--- src/rtl/usb_protocol_fsm.sv ---
// USB transaction-layer engine: turns one upstream message code into token/data/handshake
// packets, tracks device responses with a saturating timer and bounded retries.
module usb_protocol_fsm #(
    parameter logic [6:0] ADDR        = 7'd5,
    parameter logic [3:0] ENDP_OUT    = 4'd4,
    parameter logic [3:0] ENDP_IN     = 4'd8,
    parameter logic [7:0] TIMEOUT_CYC = 8'd255,
    parameter logic [3:0] MAX_RETRY   = 4'd8
) (
    input  logic        clk,
    input  logic        rst_L,
    input  logic [2:0]  msg_type,
    input  logic [63:0] rw_dout,
    output logic        protocol_free,
    output logic        timeout,
    output logic [63:0] rw_din,
    output logic        pkt_send,
    output logic [1:0]  pkt_kind,
    output logic [3:0]  pkt_pid,
    output logic [6:0]  pkt_addr,
    output logic [3:0]  pkt_endp,
    output logic [63:0] pkt_data,
    input  logic        tx_done,
    input  logic        rx_valid,
    input  logic [3:0]  rx_pid,
    input  logic        rx_err,
    input  logic [63:0] rx_data
);

    localparam logic [3:0] PID_OUT   = 4'b0001;
    localparam logic [3:0] PID_IN    = 4'b1001;
    localparam logic [3:0] PID_DATA0 = 4'b0011;
    localparam logic [3:0] PID_ACK   = 4'b0010;
    localparam logic [3:0] PID_NAK   = 4'b1010;

    localparam logic [1:0] KIND_TOK  = 2'b00;
    localparam logic [1:0] KIND_DATA = 2'b01;
    localparam logic [1:0] KIND_HS   = 2'b10;

    typedef enum logic [2:0] {
        S_IDLE,
        S_TX_TOK,
        S_TX_DATA,
        S_WAIT_HS,
        S_WAIT_DATA,
        S_TX_HS
    } state_t;

    state_t      r_state;
    logic [7:0]  r_timer;
    logic [3:0]  r_retry;
    logic [63:0] r_hold;

    state_t      w_state_nx;
    logic [7:0]  w_timer_nx;
    logic [3:0]  w_retry_nx;
    logic [63:0] w_hold_nx;
    logic [63:0] w_din_nx;
    logic        w_send_nx;
    logic        w_timeout_nx;
    logic [1:0]  w_kind_nx;
    logic [3:0]  w_pid_nx;
    logic [6:0]  w_addr_nx;
    logic [3:0]  w_endp_nx;
    logic [63:0] w_data_nx;
    logic        w_fail;
    logic [7:0]  w_timer_inc;
    logic [3:0]  w_retry_inc;
    logic        w_expired;

    assign protocol_free = (r_state == S_IDLE);
    assign w_timer_inc   = (r_timer == 8'hFF) ? r_timer : r_timer + 8'd1;
    assign w_retry_inc   = r_retry + 4'd1;
    assign w_expired     = (r_timer == TIMEOUT_CYC);

    always_comb begin
        w_state_nx   = r_state;
        w_timer_nx   = r_timer;
        w_retry_nx   = r_retry;
        w_hold_nx    = r_hold;
        w_din_nx     = rw_din;
        w_send_nx    = 1'b0;
        w_timeout_nx = 1'b0;
        w_kind_nx    = pkt_kind;
        w_pid_nx     = pkt_pid;
        w_addr_nx    = pkt_addr;
        w_endp_nx    = pkt_endp;
        w_data_nx    = pkt_data;
        w_fail       = 1'b0;

        case (r_state)
            S_IDLE: begin
                case (msg_type)
                    3'b001, 3'b010: begin
                        w_kind_nx  = KIND_TOK;
                        w_pid_nx   = (msg_type == 3'b001) ? PID_IN : PID_OUT;
                        w_endp_nx  = (msg_type == 3'b001) ? ENDP_IN : ENDP_OUT;
                        w_addr_nx  = ADDR;
                        w_send_nx  = 1'b1;
                        w_state_nx = S_TX_TOK;
                    end
                    3'b011: begin
                        w_kind_nx  = KIND_DATA;
                        w_pid_nx   = PID_DATA0;
                        w_data_nx  = rw_dout;
                        w_retry_nx = '0;
                        w_send_nx  = 1'b1;
                        w_state_nx = S_TX_DATA;
                    end
                    3'b100: begin
                        w_retry_nx = '0;
                        w_timer_nx = '0;
                        w_state_nx = S_WAIT_DATA;
                    end
                    default: ;
                endcase
            end
            S_TX_TOK: begin
                if (tx_done) w_state_nx = S_IDLE;
            end
            S_TX_DATA: begin
                if (tx_done) begin
                    w_timer_nx = '0;
                    w_state_nx = S_WAIT_HS;
                end
            end
            S_WAIT_HS: begin
                w_timer_nx = w_timer_inc;
                // A received packet takes priority over a timer expiring on the same cycle
                if (rx_valid) begin
                    if (!rx_err && rx_pid == PID_ACK) w_state_nx = S_IDLE;
                    else                               w_fail     = 1'b1;
                end else if (w_expired) begin
                    w_fail = 1'b1;
                end
                if (w_fail) begin
                    w_retry_nx = w_retry_inc;
                    if (w_retry_inc == MAX_RETRY) begin
                        w_state_nx   = S_IDLE;
                        w_timeout_nx = 1'b1;
                    end else begin
                        w_kind_nx  = KIND_DATA;
                        w_pid_nx   = PID_DATA0;
                        w_send_nx  = 1'b1;
                        w_state_nx = S_TX_DATA;
                    end
                end
            end
            S_WAIT_DATA: begin
                w_timer_nx = w_timer_inc;
                if (rx_valid || w_expired) begin
                    w_kind_nx  = KIND_HS;
                    w_send_nx  = 1'b1;
                    w_state_nx = S_TX_HS;
                    if (rx_valid && !rx_err && rx_pid == PID_DATA0) begin
                        w_hold_nx = rx_data;
                        w_pid_nx  = PID_ACK;
                    end else begin
                        w_pid_nx  = PID_NAK;
                    end
                end
            end
            S_TX_HS: begin
                if (tx_done) begin
                    if (pkt_pid == PID_ACK) begin
                        w_din_nx   = r_hold;
                        w_state_nx = S_IDLE;
                    end else begin
                        w_retry_nx = w_retry_inc;
                        if (w_retry_inc == MAX_RETRY) begin
                            w_state_nx   = S_IDLE;
                            w_timeout_nx = 1'b1;
                        end else begin
                            w_timer_nx = '0;
                            w_state_nx = S_WAIT_DATA;
                        end
                    end
                end
            end
            default: w_state_nx = S_IDLE;
        endcase
    end

    always_ff @(posedge clk or negedge rst_L) begin
        if (!rst_L) begin
            r_state  <= S_IDLE;
            r_timer  <= '0;
            r_retry  <= '0;
            r_hold   <= '0;
            rw_din   <= '0;
            timeout  <= 1'b0;
            pkt_send <= 1'b0;
            pkt_kind <= '0;
            pkt_pid  <= '0;
            pkt_addr <= '0;
            pkt_endp <= '0;
            pkt_data <= '0;
        end else begin
            r_state  <= w_state_nx;
            r_timer  <= w_timer_nx;
            r_retry  <= w_retry_nx;
            r_hold   <= w_hold_nx;
            rw_din   <= w_din_nx;
            timeout  <= w_timeout_nx;
            pkt_send <= w_send_nx;
            pkt_kind <= w_kind_nx;
            pkt_pid  <= w_pid_nx;
            pkt_addr <= w_addr_nx;
            pkt_endp <= w_endp_nx;
            pkt_data <= w_data_nx;
        end
    end

endmodule
--- config.mk ---
export PLATFORM = sky130hd
export DESIGN_NAME = usb_protocol_fsm
export DESIGN_NICKNAME = d
export VERILOG_FILES = /design/src/rtl/usb_protocol_fsm.sv
export SDC_FILE = /design/constraint.sdc
export NUM_CORES = 1
export LEC_CHECK = 0
export BUFFER_PORTS_ARGS = -buffer_cell sky130_fd_sc_hd__clkbuf_2
export CAP_MARGIN = 20
export CORE_UTILIZATION = 40
export DETAILED_ROUTE_END_ITERATION = 10
export GPL_ROUTABILITY_DRIVEN = 0
export PLACE_DENSITY = 0.66
export SETUP_SLACK_MARGIN = 0.05
export SYNTH_ARGS = -nofsm -noshare
export SYNTH_HDL_FRONTEND = slang
export SYNTH_SLANG_ARGS = --single-unit
--- constraint.sdc ---
create_clock -name clk -period 5.1 [get_ports clk]
set_input_delay 0 -clock clk [delete_from_list [all_inputs] [get_ports clk]]
set_output_delay 0 -clock clk [all_outputs]
set_load 0.005 [all_outputs]
==> metrics.cfg <==
[clock_network]
cts_root_buf = clkbuf_16
cts.sinks = 217
cts_resized = 0
clk_pin_slew_worst_paths_ns = 0.05
htreeDepth = 1
clock_latency_ns = 0.50
post_cts_buffers = 0
tritoncts = built
numCtsBuffers = 24
clk_path_buf_depth = 3
ctsHoldBuffers = 140

[worst_setup_path]
start_kind = register
cp_common_cell = dlygate4sd3_1
max_stage_delay_ns = 0.58
arrival_ns = 2.97
crit_chain = nor3b_2, a41oi_1, dlygate4sd3_1, o21ai_0, dlygate4sd3_1, mux2i_1
crit_fanout = 12
cp_slowest_cell = dlygate4sd3_1
cp.depth = 6
critPathRequiredTime_ns = 5.46
cp-end-kind = register
worstSetupPathType = register to register
r2r_cells = 6
crit_family = buffers and inverters
timing.critical_path.buf_inv = 2

[sta]
tns_ns = 0
finalHoldViolations = 0
fin_crit_ns = 2.61
slew_headroom_pct = 39.2
rsz0062_at_grt = false
finalCritPeriodShare_pct = 51.2
fin_skew_ns = 0.00870
worst_pin_slew_ns = 0.911
setup_viol_count_final = 0
slew_viol_final = 0
fmax_mhz = 383

[final_layout]
n_antenna_cell = 0
syn_to_final_growth_pct = 43.7
utilization_pct = 58.8
fillers = 1607
drive_above_1_share_pct = 51.3
fin_nets = 1128

[synthesis]
synth-simple-area-share_pct = 3.71
synth_most_common_cell = dfrtp_1
netlist.top_cell.by_area = dfrtp_1
syn_area_um2 = 8630
synth_top_family_by_area = multiplexers
synth_edf_count = 0
synth-compound-area-share_pct = 3.93
synth_seq_cells = 217
synthArstFlopShare_pct = 100
postSynthAreaPerCell_um2 = 15.4
synthTopCellsByCount = 217 x dfrtp_1, 186 x mux2_2, 14 x buf_2
synthDistinctLibCells = 52
ys.flop_type = dfrtp_1
yosys_warnings = 0
syn_inst = 561
synth.area.mux_share_pct = 25.8
synth_fa_ha_area_share_pct = 0.290
ys_top_cells_by_area = dfrtp_1 63%, mux2_2 24%, mux2_1 1.2%
ys_seq_area_share_pct = 62.9
yosys.area.top_type_share_pct = 62.9
synth_xor_area_share_pct = 0.305

[grt]
grt_max_degree = 139
gr-usage-all-layers_pct = 17.8
grt_pass1_vias = 6355
grt-ovfl-total = 0
antenna_found_initial = 0
grt_first_pass_wirelength_um = 31700

[detailed_routing]
routed_via_density = 4.76
drtIter0Drc = 215
first_pass_iters = 4
routed_wl_um = 20200
ant_nets = 0
vias = 6075
routedWlPerCell_um = 15.8
drc = 0

[floorplan]
fp.dieW_um = 149
ios = 288
dieArea_um2 = 22200
rows = 53
initial_core_util_pct = 40.9
core_um2 = 21100
die_y_um = 149

[worst_hold_path]
hp-class = input port to register
whs_path_depth = 3

[outcome]
status = completed

[placed_design]
dp_hpwl_um = 12500
io_buffer_count = 279

[job]
maxCapViolCount = 0

[pwr]
peakVddDrop_mv = 0.237
power.leakage_uw = 0.00636
powerDensity_nw_per_um2 = 456

## cell type report
cell class / count / area [µm²] / area share (%)
clock buffers: 37 / 691 / 5.57
well taps: 275 / 344 / 2.78
inverters: 11 / 41.3 / 0.333
multi-input cells: 309 / 2990 / 24.1
clock inverters: 5 / 56.3 / 0.454
flip-flops and latches: 217 / 5430 / 43.8
repair buffers: 423 / 2850 / 23.0
## worst min-delay path, stage by stage
cell and delay [ns]:
clkbuf_2 0.15, a21o_1 0.22, a31oi_1 0.15
## routing by layer
layer  up-vias  wire length, µm  track usage, %
met5         -                0               0
met4         0              657            6.22
met3        39             1430            4.22
met2       228            10200            32.5
met1      2972             7920            20.2
li1       2836                -               -
## path summary, 6_finish.rpt
| kind | startpoint | to | slack, ns |
|---|---|---|---|
| worst max-delay path | r_state[2] | pkt_pid[3] | 2.49 |
| worst min-delay path | rx_valid | r_state[1] | 0.08 |
| worst max register to register | r_state[2] | pkt_pid[3] | 2.49 |
| worst min register to register | pkt_data[13] | pkt_data[13] | 0.49 |
| max in group asynchronous | rst_L | r_state[1] | 3.85 |
| min in group asynchronous | rst_L | pkt_data[61] | 0.11 |
## cell usage in the layout (no fill, tap or decap), drive strengths merged, types with 2 or more instances in the layout
cell,Yosys,layout
clkbuf,1,316
dfrtp,217,217
mux2,195,195
dlygate4sd3,0,140
inv,11,11
nand2,10,10
nor2,10,10
a21oi,9,9
conb,1,8
nand3,7,7
a21o,6,6
o21ai,5,5
nor3b,5,5
buf,30,4
nand3b,3,3
nor3,3,3
o31ai,3,3
a22o,3,3
mux2i,3,3
a211o,3,3
nor4b,3,3
o211ai,3,3
clkinv,0,3
and3,2,2
or3,2,2
or2,2,2
xnor2,2,2
o21a,2,2
ha,2,2
## power breakdown
part	switching, µW	total, µW	internal [µW]	leakage (µW)
Sequential	316	2570	2250	0.00285
Combinational	603	1450	849	0.00314
Clock	653	1630	979	0.000360
## through the flow
step / hold WS [ns] / cells / worst slack, ns / total power [µW] / instance area [µm²]
2_1_floorplan: -0.296 / 568 / 3.31 / 3260 / 8650
3_3_place_gp: 0.0752 / 1095 / 2.75 / 3870 / 10200
3_5_place_dp: 0.0680 / 1095 / 2.71 / 3930 / 10200
4_1_cts: 0.0493 / 1277 / 2.54 / 5700 / 12400
5_1_grt: 0.0864 / 1277 / 2.36 / 5980 / 12400
6_report: 0.0772 / 1277 / 2.49 / 5650 / 12400
## registers in the layout (all words and copies together) (netlist names)
signal and count:
pkt_endp 2, pkt_addr 1, pkt_send 1, timeout 1, pkt_data 64, pkt_pid 3
r_timer 8, rw_din 64, pkt_kind 2, r_state 3, r_retry 4, r_hold 64
## cells by family after synthesis
group           after synthesis
fa+ha+maj                     2
simple gates                 54
xor+xnor                      3
mux                         198
flops                       217
compound gates               44
buf+inv                      42
other cells                   1
(Power assumes the default switching activity.)
